### src/rtl/i2c_color_poll_ctrl.sv
`default_nettype none
// ============================================================================
// Module      : i2c_color_poll_ctrl
// Description : Sequencer for the colour-sensor I2C read engine. Launches a
//               fixed burst register read periodically (i_enable) or on demand
//               (i_trigger), checks that the engine goes busy and finishes in
//               time, latches the returned 48-bit sample and flags failures.
// Optional    : define POLL_RETRY_EN to retry a failed read up to MAX_RETRY
//               times before raising o_err.
// Ports       : i_clk, i_rst (sync, active high)
//               i_enable / i_trigger / i_clr_err   - top-level control
//               o_rd_start, o_dev_addr, o_reg_addr, o_bytes_number,
//               i_rd_done, i_rd_data               - read engine handshake
//               o_sample, o_valid, o_busy, o_err, o_sample_cnt - status
// Revision    : 1.0 - initial release
// ============================================================================
module i2c_color_poll_ctrl #(
   parameter logic [6:0]  DEV_ADDR       = 7'h29,
   parameter logic [7:0]  REG_ADDR       = 8'h96,
   parameter logic [2:0]  BYTES_M1       = 3'd5,
   parameter int unsigned POLL_CYCLES    = 1000000,
   parameter int unsigned BUSY_WAIT      = 8,
   parameter int unsigned TIMEOUT_CYCLES = 4096
`ifdef POLL_RETRY_EN
   ,parameter int unsigned MAX_RETRY     = 3
`endif
) (
   input  logic        i_clk,
   input  logic        i_rst,
   input  logic        i_enable,
   input  logic        i_trigger,
   input  logic        i_clr_err,
   output logic        o_rd_start,
   output logic [6:0]  o_dev_addr,
   output logic [7:0]  o_reg_addr,
   output logic [2:0]  o_bytes_number,
   input  logic        i_rd_done,
   input  logic [47:0] i_rd_data,
   output logic [47:0] o_sample,
   output logic        o_valid,
   output logic        o_busy,
   output logic        o_err,
   output logic [15:0] o_sample_cnt
);

   localparam int unsigned CYC_MAX = (TIMEOUT_CYCLES > BUSY_WAIT) ? TIMEOUT_CYCLES : BUSY_WAIT;
   localparam int CYC_W  = (CYC_MAX > 2) ? $clog2(CYC_MAX) : 1;
   localparam int POLL_W = (POLL_CYCLES > 2) ? $clog2(POLL_CYCLES) : 1;

   localparam logic [CYC_W-1:0]  BUSY_LAST    = CYC_W'(BUSY_WAIT - 1);
   localparam logic [CYC_W-1:0]  TIMEOUT_LAST = CYC_W'(TIMEOUT_CYCLES - 1);
   localparam logic [POLL_W-1:0] POLL_LAST    = POLL_W'(POLL_CYCLES - 1);

`ifdef POLL_RETRY_EN
   localparam int RETRY_W = (MAX_RETRY > 1) ? $clog2(MAX_RETRY + 1) : 1;
   localparam logic [RETRY_W-1:0] RETRY_MAX = RETRY_W'(MAX_RETRY);
`endif

   typedef enum logic [2:0] {
      S_IDLE      = 3'd0,
      S_START     = 3'd1,
      S_WAIT_BUSY = 3'd2,
      S_WAIT_DONE = 3'd3,
      S_LATCH     = 3'd4,
      S_FAIL      = 3'd5,
      S_WAIT_POLL = 3'd6
   } state_t;

   state_t            state_q, state_d;
   logic [CYC_W-1:0]  cyc_cnt_q, cyc_cnt_d;
   logic [POLL_W-1:0] poll_cnt_q, poll_cnt_d;
   logic [47:0]       sample_q, sample_d;
   logic [15:0]       sample_cnt_q, sample_cnt_d;
   logic              err_q, err_d;
`ifdef POLL_RETRY_EN
   logic [RETRY_W-1:0] retry_q, retry_d;
`endif

   assign o_dev_addr     = DEV_ADDR;
   assign o_reg_addr     = REG_ADDR;
   assign o_bytes_number = BYTES_M1;
   assign o_sample       = sample_q;
   assign o_sample_cnt   = sample_cnt_q;
   assign o_err          = err_q;

   always_ff @(posedge i_clk) begin
      if (i_rst) begin
         state_q      <= S_IDLE;
         cyc_cnt_q    <= '0;
         poll_cnt_q   <= '0;
         sample_q     <= '0;
         sample_cnt_q <= '0;
         err_q        <= 1'b0;
`ifdef POLL_RETRY_EN
         retry_q      <= '0;
`endif
      end else begin
         state_q      <= state_d;
         cyc_cnt_q    <= cyc_cnt_d;
         poll_cnt_q   <= poll_cnt_d;
         sample_q     <= sample_d;
         sample_cnt_q <= sample_cnt_d;
         err_q        <= err_d;
`ifdef POLL_RETRY_EN
         retry_q      <= retry_d;
`endif
      end
   end

   always_comb begin
      state_d      = state_q;
      cyc_cnt_d    = cyc_cnt_q;
      poll_cnt_d   = poll_cnt_q;
      sample_d     = sample_q;
      sample_cnt_d = sample_cnt_q;
      err_d        = err_q;
`ifdef POLL_RETRY_EN
      retry_d      = retry_q;
`endif
      o_rd_start   = 1'b0;
      o_valid      = 1'b0;
      o_busy       = 1'b0;

      // A clear is overridden below if a failure sets the flag this cycle.
      if (i_clr_err) begin
         err_d = 1'b0;
      end

      unique case (state_q)
         S_IDLE: begin
            if ((i_enable || i_trigger) && i_rd_done) begin
               state_d = S_START;
            end
         end

         S_START: begin
            o_rd_start = 1'b1;
            o_busy     = 1'b1;
            cyc_cnt_d  = '0;
            state_d    = S_WAIT_BUSY;
         end

         S_WAIT_BUSY: begin
            o_busy = 1'b1;
            if (!i_rd_done) begin
               cyc_cnt_d = '0;
               state_d   = S_WAIT_DONE;
            end else if (cyc_cnt_q == BUSY_LAST) begin
               state_d = S_FAIL;
            end else begin
               cyc_cnt_d = cyc_cnt_q + 1'b1;
            end
         end

         S_WAIT_DONE: begin
            o_busy = 1'b1;
            // Done is checked before the timeout so a simultaneous rise wins.
            // Sample and count are loaded on entry to S_LATCH so that they
            // are already updated while o_valid is high.
            if (i_rd_done) begin
               sample_d     = i_rd_data;
               sample_cnt_d = sample_cnt_q + 16'd1;
               state_d      = S_LATCH;
            end else if (cyc_cnt_q == TIMEOUT_LAST) begin
               state_d = S_FAIL;
            end else begin
               cyc_cnt_d = cyc_cnt_q + 1'b1;
            end
         end

         S_LATCH: begin
            o_busy     = 1'b1;
            o_valid    = 1'b1;
            poll_cnt_d = POLL_LAST;
            state_d    = S_WAIT_POLL;
`ifdef POLL_RETRY_EN
            retry_d    = '0;
`endif
         end

         S_FAIL: begin
`ifdef POLL_RETRY_EN
            if (retry_q < RETRY_MAX) begin
               retry_d = retry_q + 1'b1;
               state_d = S_START;
            end else begin
               // Budget is per poll: the next poll starts with a fresh count.
               retry_d    = '0;
               err_d      = 1'b1;
               poll_cnt_d = POLL_LAST;
               state_d    = S_WAIT_POLL;
            end
`else
            err_d      = 1'b1;
            poll_cnt_d = POLL_LAST;
            state_d    = S_WAIT_POLL;
`endif
         end

         S_WAIT_POLL: begin
            if (i_trigger && i_rd_done) begin
               state_d = S_START;
            end else if (poll_cnt_q == '0) begin
               state_d = i_enable ? S_START : S_IDLE;
            end else begin
               poll_cnt_d = poll_cnt_q - 1'b1;
            end
         end

         default: begin
            state_d = S_IDLE;
         end
      endcase
   end

endmodule
`default_nettype wire
### config.mk
export PLATFORM = sky130hd
export DESIGN_NAME = i2c_color_poll_ctrl
export DESIGN_NICKNAME = d
export VERILOG_FILES = /design/src/rtl/i2c_color_poll_ctrl.sv
export SDC_FILE = /design/constraint.sdc
export NUM_CORES = 1
export LEC_CHECK = 0
export BUFFER_PORTS_ARGS = -buffer_cell sky130_fd_sc_hd__buf_2
export CAP_MARGIN = 10
export CORE_AREA = 2 2 95 120
export CTS_CLUSTER_SIZE = 30
export DETAILED_ROUTE_END_ITERATION = 10
export DIE_AREA = 0 0 97 122
export PLACE_DENSITY = 0.73
export RECOVER_POWER = 25
export SLEW_MARGIN = 15
export SYNTH_ARGS = -nofsm -noshare
export SYNTH_HDL_FRONTEND = slang
export SYNTH_SLANG_ARGS = --single-unit
export TNS_END_PERCENT = 50
### constraint.sdc
create_clock -name i_clk -period 2 [get_ports i_clk]
set_input_delay 0.4 -clock i_clk [delete_from_list [all_inputs] [get_ports i_clk]]
set_output_delay 0.4 -clock i_clk [all_outputs]
set_load 0.02 [all_outputs]
; ---- Word level (Yosys, flattened, before mapping)
; Index checks and enable logic that the tools add are counted.
[totals]
inputBits = 54
register_bits = 100
wordCells = 62
output_inout_bits = 86
[classes]
reduce_logical = 14
mux = 22
eq_ne = 17
addsub = 3
[ops]
columns = op, n
row1 = 12-bit 2-to-1 mux, 4
row2 = 20-bit 2-to-1 mux, 2
row3 = 20-bit case mux with 2 select lines, 1
row4 = 12-bit case mux with 3 select lines, 1
row5 = 3-bit 2-to-1 mux, 7
row6 = 20-bit logical NOT, 1
row7 = "20-bit by 1-bit subtractor with 20-bit output, second input constant", 1
row8 = 3-bit case mux with 6 select lines, 1
row9 = "16-bit by 1-bit adder with 16-bit output, second input constant", 1
row10 = "12-bit by 1-bit adder with 12-bit output, second input constant", 1
row11 = "12-bit == test, second input constant", 1
row12 = "12-bit by 3-bit == test with 1-bit output, second input constant", 1
row13 = "3-bit inequality test, second input constant", 4
row14 = "2-bit inequality test, second input constant", 5
row15 = "3-bit == test, second input constant", 3
row16 = 4-bit AND reduction, 2
row17 = "3-bit by 2-bit == test with 1-bit output, second input constant", 2
row18 = 1-bit 2-to-1 mux, 6
row19 = 2-bit nonzero test, 2
row20 = 4-bit OR reduction, 1
row21 = "3-bit by 1-bit == test with 1-bit output, second input constant", 1
row22 = 3-bit logical NOT, 1
row23 = 3-bit AND reduction, 1
row24 = 3-bit nonzero test, 1
row25 = 4 further kinds, 5

; ---- Longest topological paths before layout
; Gate-level depths: netlist of run 1.
[depth]
depth_word = 4
ltp_mapped = 8
mapped_depth_nobuf = 7

; ---- Worst setup path before layout of run 1
; OpenSTA, ideal clock, no wires.
[synth_path]
path_kind = flip-flop to flip-flop
startpoint = register cyc_cnt_q[0]
endpoint = register cyc_cnt_q[1]
arrival_time_ns = 2.059
period_less_slack_ns = 2.176
path_slack_ns = -0.176
required_ns = 1.884
n_path_buf = 1
stages_incl_launch_ff = 7
setup_ns = 0.116
cell_sequence = dfxtp_1 ha_1 or4bb_1 or4_1 o211a_1 clkbuf_1 a41o_1
[synth_via]
elab_chain_len = 4
word_cells_on_any_way = 11
cone_classes = add/sub (1) / eq/ne (4) / mux (5) / reduce/logical (1)
[synth_rtl]
columns = item, line
row1 = "start, declared", 70  ; logic [CYC_W-1:0] cyc_cnt_q, cyc_cnt_d;
row2 = "start signal, assigned", 99  ; cyc_cnt_q <= cyc_cnt_d;
row3 = 12-bit by 1-bit adder with 12-bit output, "151, 167"
row4 = 12-bit 2-to-1 mux (on tied branches), "164, 148"
row5 = 12-bit 2-to-1 mux (on tied branches), "160, 145"
row6 = 12-bit case mux with 3 select lines, 129  ; unique case (state_q)
; Several ways; a longest one is shown, not always the timed one. The select of a mux whose other input is x is not followed.
; A chain may end at the register's enable or synchronous reset.

; ---- Worst setup path after layout of run 1
[layout_path]
startpoint = register poll_cnt_q[14]
endpoint = register poll_cnt_q[16]
[layout_via]
elab_chain_len = 4
word_cells_on_any_way = 7
cone_classes = add/sub (1) / eq/ne (1) / mux (3) / reduce/logical (2)
[layout_rtl]
columns = item, line
row1 = "start, declared", 71  ; logic [POLL_W-1:0] poll_cnt_q, poll_cnt_d;
row2 = "start signal, assigned", 100  ; poll_cnt_q <= poll_cnt_d;
row3 = 20-bit by 1-bit subtractor with 20-bit output, 206  ; poll_cnt_d = poll_cnt_q - 1'b1;
row4 = 20-bit 2-to-1 mux, 203  ; end else if (poll_cnt_q == '0) begin
row5 = 20-bit 2-to-1 mux, 201  ; if (i_trigger && i_rd_done) begin
row6 = 20-bit case mux with 2 select lines, 129
; Several ways; a longest one is shown, not always the timed one. The select of a mux whose other input is x is not followed.

==> impl_metrics.env, run 1 <==
export IMPL_status="finished, violations left"
export IMPL_violations="setup timing"
export IMPL_critPathLaunchType="flop"
export IMPL_hold_path_startpoint="i_rd_data[42]"
export IMPL_syn_area_um2=4580
export IMPL_ys_top_cells_by_area="dfxtp_1 44%, nand2_1 10%, a21oi_1 7.9%"
export IMPL_grt_max_degree=52
export IMPL_hold_violations=0
export IMPL_max_cap_viol_count=0
export IMPL_clkTransAtPathRegs_ns=0.07
export IMPL_antenna_found_initial=0
export IMPL_drc=0
export IMPL_critical_path_class="flop to flop"
export IMPL_fin_crit_ns=2.10
export IMPL_synth_warnings=0
export IMPL_n_antenna_cell=0
export IMPL_synthDistinctLibCells=63
export IMPL_period_share_pct=105
export IMPL_max_slew_worst_pin_slew_ns=0.681
export IMPL_viasPerCell=5.33
export IMPL_dp_slack_ns=-0.169
export IMPL_synth_main_ff_cell="dfxtp_1"
export IMPL_cp_data_arrival_time_ns=2.38
export IMPL_whs_path_depth=3
export IMPL_post_drt_wl_per_cell_um=14.4
export IMPL_placed_cells=835
export IMPL_stdcell_count=858
export IMPL_clock_skew_ns=0.00699
export IMPL_io_buffers=121
export IMPL_power_uw=6880
export IMPL_fillers=990
export IMPL_ys_seq_area_share_pct=43.8
export IMPL_htree_levels=3
export IMPL_synth_commonest_cells="124 x nand2_1, 100 x dfxtp_1, 72 x a21oi_1"
export IMPL_rsz0062_at_grt="true"
export IMPL_crit_fanout=4
export IMPL_min_path_type="input pin to flop"
export IMPL_ioPinCount=140
export IMPL_wl_um=12300
export IMPL_r2r_start="poll_cnt_q[14]"
export IMPL_via_count=4570
export IMPL_cts_buffer_depth=2
export IMPL_clk_latency_ns=0.35
export IMPL_synth_cells=562
export IMPL_die_h_um=122
export IMPL_synthToLayoutAreaGrowth_pct=33.5
export IMPL_min_to="o_sample[42]"
export IMPL_synth_top_area_share_pct=43.8
export IMPL_placed_area_um2=5560
export IMPL_hpwl_um=8450
export IMPL_setup_slack_ns=-0.102
export IMPL_holdBufCountCts=0
export IMPL_numCtsBuffers=9
export IMPL_postLayoutCellArea_um2=6110
export IMPL_grt_use_total_pct=19.9
export IMPL_r2r_end="poll_cnt_q[16]"
export IMPL_synth_most_common_cell="nand2_1"
export IMPL_p_per_area_nw_per_um2=1130
export IMPL_ys_async_sr_fraction_pct=0
export IMPL_drt_iter0_markers=158
export IMPL_endpoint_kind="flop"
export IMPL_final_nets=776
export IMPL_rows=43
export IMPL_rr_worst_depth=5
export IMPL_root_buffer="clkbuf_16"
export IMPL_worstPathRequired_ns=2.28
export IMPL_firstDrtPassIters=4
export IMPL_cts_sinks=100
export IMPL_ys_ff_latch=100
export IMPL_post_route_util_pct=56.5
export IMPL_grt_pass1_vias=4268
export IMPL_gp_congestion=0.877
export IMPL_fmax_mhz=476
export IMPL_core_area_um2=10800
export IMPL_worst_ir_drop_vdd_uv=876
export IMPL_tritoncts="done"
export IMPL_grt_pass1_wl_um=19500
export IMPL_p_leak_uw=0.00238
export IMPL_gr_total_overflow=0
export IMPL_start_util_pct=42.3
export IMPL_r2r_setup_slack_ns=-0.10
export IMPL_avgSynthCellArea_um2=8.14
export IMPL_setup_violations=13
export IMPL_yosysTopAreaCell="dfxtp_1"
export IMPL_ant_nets=0
export IMPL_relSlewSlack_pct=53.5
export IMPL_die_x_um=97
export IMPL_maxSlewViolCount=0
export IMPL_dieArea_um2=11800
export IMPL_drive_above_1_share_pct=29.6
export IMPL_synth_edff_count=0
[sequential cells by signal (all words and copies together) (netlist names)]
register	flops
cyc_cnt_q	12
o_err	1
o_sample	48
o_sample_cnt	16
poll_cnt_q	20
state_q	3
[cells in the final DEF, fill, tap and decap left out, types with 9 or more instances in the layout]
| master | instances |
|---|---|
| a21oi_1 | 72 |
| nor2_1 | 34 |
| conb_1 | 18 |
| o21ai_0 | 11 |
| or3_1 | 11 |
| buf_4 | 53 |
| nor3_1 | 11 |
| buf_2 | 87 |
| dfxtp_1 | 90 |
| clkbuf_1 | 34 |
| nand2_1 | 120 |
| clkbuf_16 | 9 |
| xor2_1 | 16 |
| xnor2_1 | 9 |
| nand3_1 | 10 |
[worst max-delay path, stage by stage (launching register included)]
cell and delay, ns:
dfxtp_2 0.32, or4_4 0.55, buf_4 0.17, or4_4 0.48, or3_1 0.34, a31oi_1 0.17
[layer usage]
layer	routed length, um	vias to the layer above	GRT usage, %
met2	6210	156	35.9
met4	349	0	9.60
met3	612	28	2.98
li1	-	2258	-
met5	0	-	0
met1	5140	2128	23.1
[per-stage QoR]
| step | setup TNS [ns] | hold WS (ns) |
|---|---|---|
| 3_3_place_gp | -0.822 | 0.439 |
| 6_report | -0.626 | 0.280 |
| 3_5_place_dp | -2.36 | 0.444 |
| 2_1_floorplan | -0.843 | 0.461 |
| 5_1_grt | -1.54 | 0.275 |
| 4_1_cts | -0.153 | 0.271 |
[how the worst max path moves through the flow]
stage / startpoint / to / depth (start not counted)
after floorplan: poll_cnt_q[12] / poll_cnt_q[13] / 6
after global placement: poll_cnt_q[14] / poll_cnt_q[13] / 5
after detailed placement: cyc_cnt_q[0] / cyc_cnt_q[1] / 6
after CTS: poll_cnt_q[14] / poll_cnt_q[16] / 5
after global routing: poll_cnt_q[1] / poll_cnt_q[16] / 8
final: poll_cnt_q[14] / poll_cnt_q[16] / 5
[what timing repair did]
action | CTS | global route
cloned | 2 | 0
pin swaps | 5 | 10
gates resized for setup | 17 | 34
buffers inserted | 2 | 3
endpoints found under the setup margin | 28 | 32
[kinds of logic (layout without fill, tap and decap cells)]
family,Yosys count,count (layout),share of synthesized area [%]
DFF,100,100,43.8
muxes,2,2,0.465
adders and majority gates,4,4,1.09
AOI/OAI and AO/OA,125,126,17.4
buffers and inverters,58,201,6.40
other,2,18,0.164
xor gates and xnor gates,25,25,4.79
and+or+nand+nor,246,247,26.0
[power by group]
group	leakage [uW]	switching (uW)	total [uW]	internal, uW
Clock	0.000142	833	1710	877
Combinational	0.00142	1710	2840	1130
Sequential	0.000812	173	2330	2160
[final cells by class]
class / count / area [um^2] / share of cell area [%]
multi-input cells: 422 / 2600 / 42.5
flip-flops and latches: 100 / 2020 / 33.1
repair buffers: 176 / 992 / 16.2
clock buffers: 9 / 225 / 3.69
well taps: 135 / 169 / 2.77
clock inverters: 7 / 71.3 / 1.17
inverters: 9 / 33.8 / 0.553
Power figures use the tool's default switching activity.
==> run 2, diff against run 1 <==
Settings changed: CORE_AREA 2 2 95 120 to 2 2 93 117, DIE_AREA 0 0 97 122 to 0 0 95 119, PLACE_DENSITY 0.73 to 0.76.
==> impl_metrics.env, run 2 (synthesis gave the netlist of run 1 again) <==
export IMPL_status="finished, violations left"
export IMPL_violations="setup timing"
export IMPL_grt_pass1_wl_um=19600
export IMPL_critPathLaunchType="flop"
export IMPL_worstPathRequired_ns=2.26
export IMPL_drt_iter0_markers=220
export IMPL_ant_nets=0
export IMPL_dp_slack_ns=-0.127
export IMPL_drc=0
export IMPL_placed_cells=836
export IMPL_setup_violations=10
export IMPL_relSlewSlack_pct=67.1
export IMPL_die_x_um=95
export IMPL_p_per_area_nw_per_um2=1140
export IMPL_cts_sinks=100
export IMPL_rows=42
export IMPL_period_share_pct=108
export IMPL_cp_data_arrival_time_ns=2.42
export IMPL_clock_skew_ns=0.00950
export IMPL_endpoint_kind="flop"
export IMPL_n_antenna_cell=0
export IMPL_holdBufCountCts=0
export IMPL_cp_slowest_cell="or4_4"
export IMPL_via_count=4689
export IMPL_clk_latency_ns=0.35
export IMPL_rsz0062_at_grt="true"
export IMPL_post_drt_wl_per_cell_um=15.2
export IMPL_worst_ir_drop_vdd_uv=760
export IMPL_tritoncts="done"
export IMPL_wl_um=13100
export IMPL_root_buffer="clkbuf_16"
export IMPL_drive_above_1_share_pct=30.6
export IMPL_max_slew_worst_pin_slew_ns=0.481
export IMPL_setup_slack_ns=-0.157
export IMPL_largest_reg_flops=48
export IMPL_seqCellArea_um2=2010
export IMPL_stdcell_count=864
export IMPL_synthToLayoutAreaGrowth_pct=34.7
export IMPL_final_common_cell="nand2_1"
export IMPL_cp_top_family="simple AND/OR/NAND/NOR gates"
export IMPL_numCtsBuffers=9
export IMPL_firstDrtPassIters=4
export IMPL_dieArea_um2=11300
export IMPL_critical_path_class="flop to flop"
export IMPL_viasPerCell=5.43
export IMPL_gr_total_overflow=0
export IMPL_final_nets=785
export IMPL_core_area_um2=10400
export IMPL_grt_pass1_vias=4355
export IMPL_die_h_um=119
export IMPL_clkTransAtPathRegs_ns=0.07
export IMPL_htree_levels=3
export IMPL_antenna_found_initial=0
export IMPL_ioPinCount=140
export IMPL_gp_congestion=0.930
export IMPL_hold_violations=0
export IMPL_hpwl_um=8810
export IMPL_fillers=918
export IMPL_min_path_type="input pin to flop"
export IMPL_io_buffers=121
export IMPL_p_leak_uw=0.00242
export IMPL_fin_crit_ns=2.16
export IMPL_max_cap_viol_count=0
export IMPL_final_cell_mix="121 x nand2_1, 91 x dfxtp_1, 85 x buf_2"
export IMPL_start_util_pct=44.2
export IMPL_cpPeakStageDelay_ns=0.55
export IMPL_maxSlewViolCount=0
export IMPL_grt_max_degree=50
export IMPL_worst_path_buf_inv=1
export IMPL_fmax_mhz=464
export IMPL_cts_buffer_depth=2
export IMPL_multi_input_area_um2=2580
export IMPL_grt_use_total_pct=21.5
export IMPL_crit_fanout=4
export IMPL_crit_chain="buf_6 -> nor4_4 -> nand4_1 -> or4_4 -> or3_1 -> a31oi_1"
run 2: cell types whose count changed in the layout (fill, tap and decap cells not counted), sizes merged:
cell and change:
clkinv -2, clkbuf +3, inv -1, buf +7
bufinv +1, clkinvlp +1
run 2: timing repair:
| item | CTS | global route |
|---|---|---|
| pin swaps | 6 | 25 |
| buffers inserted | 4 | 6 |
| gates resized for setup | 18 | 39 |
| cloned | 1 | 1 |
| endpoints found under the setup margin | 29 | 32 |
run 2: worst paths after layout:
kind | from | endpoint | depth (start not counted) | slack [ns]
max | poll_cnt_q[5] | poll_cnt_q[16] | 6 | -0.16
max reg2reg | poll_cnt_q[5] | poll_cnt_q[16] | 6 | -0.16
min | i_rd_data[34] | o_sample[34] | 3 | 0.29
min reg2reg | o_sample[15] | o_sample[15] | 2 | 0.46
run 2: stage by stage:
step	power [uW]	util, %	TNS, ns	hold slack, ns	cell area [um^2]
2_1_floorplan	3870	-	-0.843	0.461	4660
3_3_place_gp	4520	53.8	-0.548	0.439	5570
3_5_place_dp	4590	53.8	-1.47	0.447	5570
4_1_cts	6580	57.9	-0.322	0.279	5990
5_1_grt	7370	59.5	-1.91	0.288	6160
6_report	7030	59.5	-0.647	0.285	6160
run 2: final cells by class:
type	instances	share of cell area (%)
clock buffer	10	3.71
clock inverter	6	1.16
inverter	9	0.548
multi-input combinational	422	41.9
sequential	100	32.7
tap	132	2.68
timing repair buffer	185	17.3
run 2: power by group:
part / leakage, uW / total (uW) / internal (uW) / switching, uW
logic: 0.00147 / 2940 / 1220 / 1720
clock network: 0.000140 / 1760 / 982 / 779
registers: 0.000811 / 2330 / 2160 / 176
total: 0.00242 / 7030 / 4360 / 2670
run 2: metal layers:
metal	up-vias	wire length [um]	track usage (%)	part of all wire, %
li1	2270	-	-	-
met1	2202	4950	22.6	38
met2	169	6900	39.9	53
met3	48	650	3.10	5.0
met4	0	592	11.9	4.5
met5	-	0	0	0
run 2: worst reg2reg max path, stage by stage, from the launching register on:
cell and delay (ns):
dfxtp_2 0.34, buf_6 0.13, nor4_4 0.33, nand4_1 0.20, or4_4 0.55, or3_1 0.32
a31oi_1 0.20
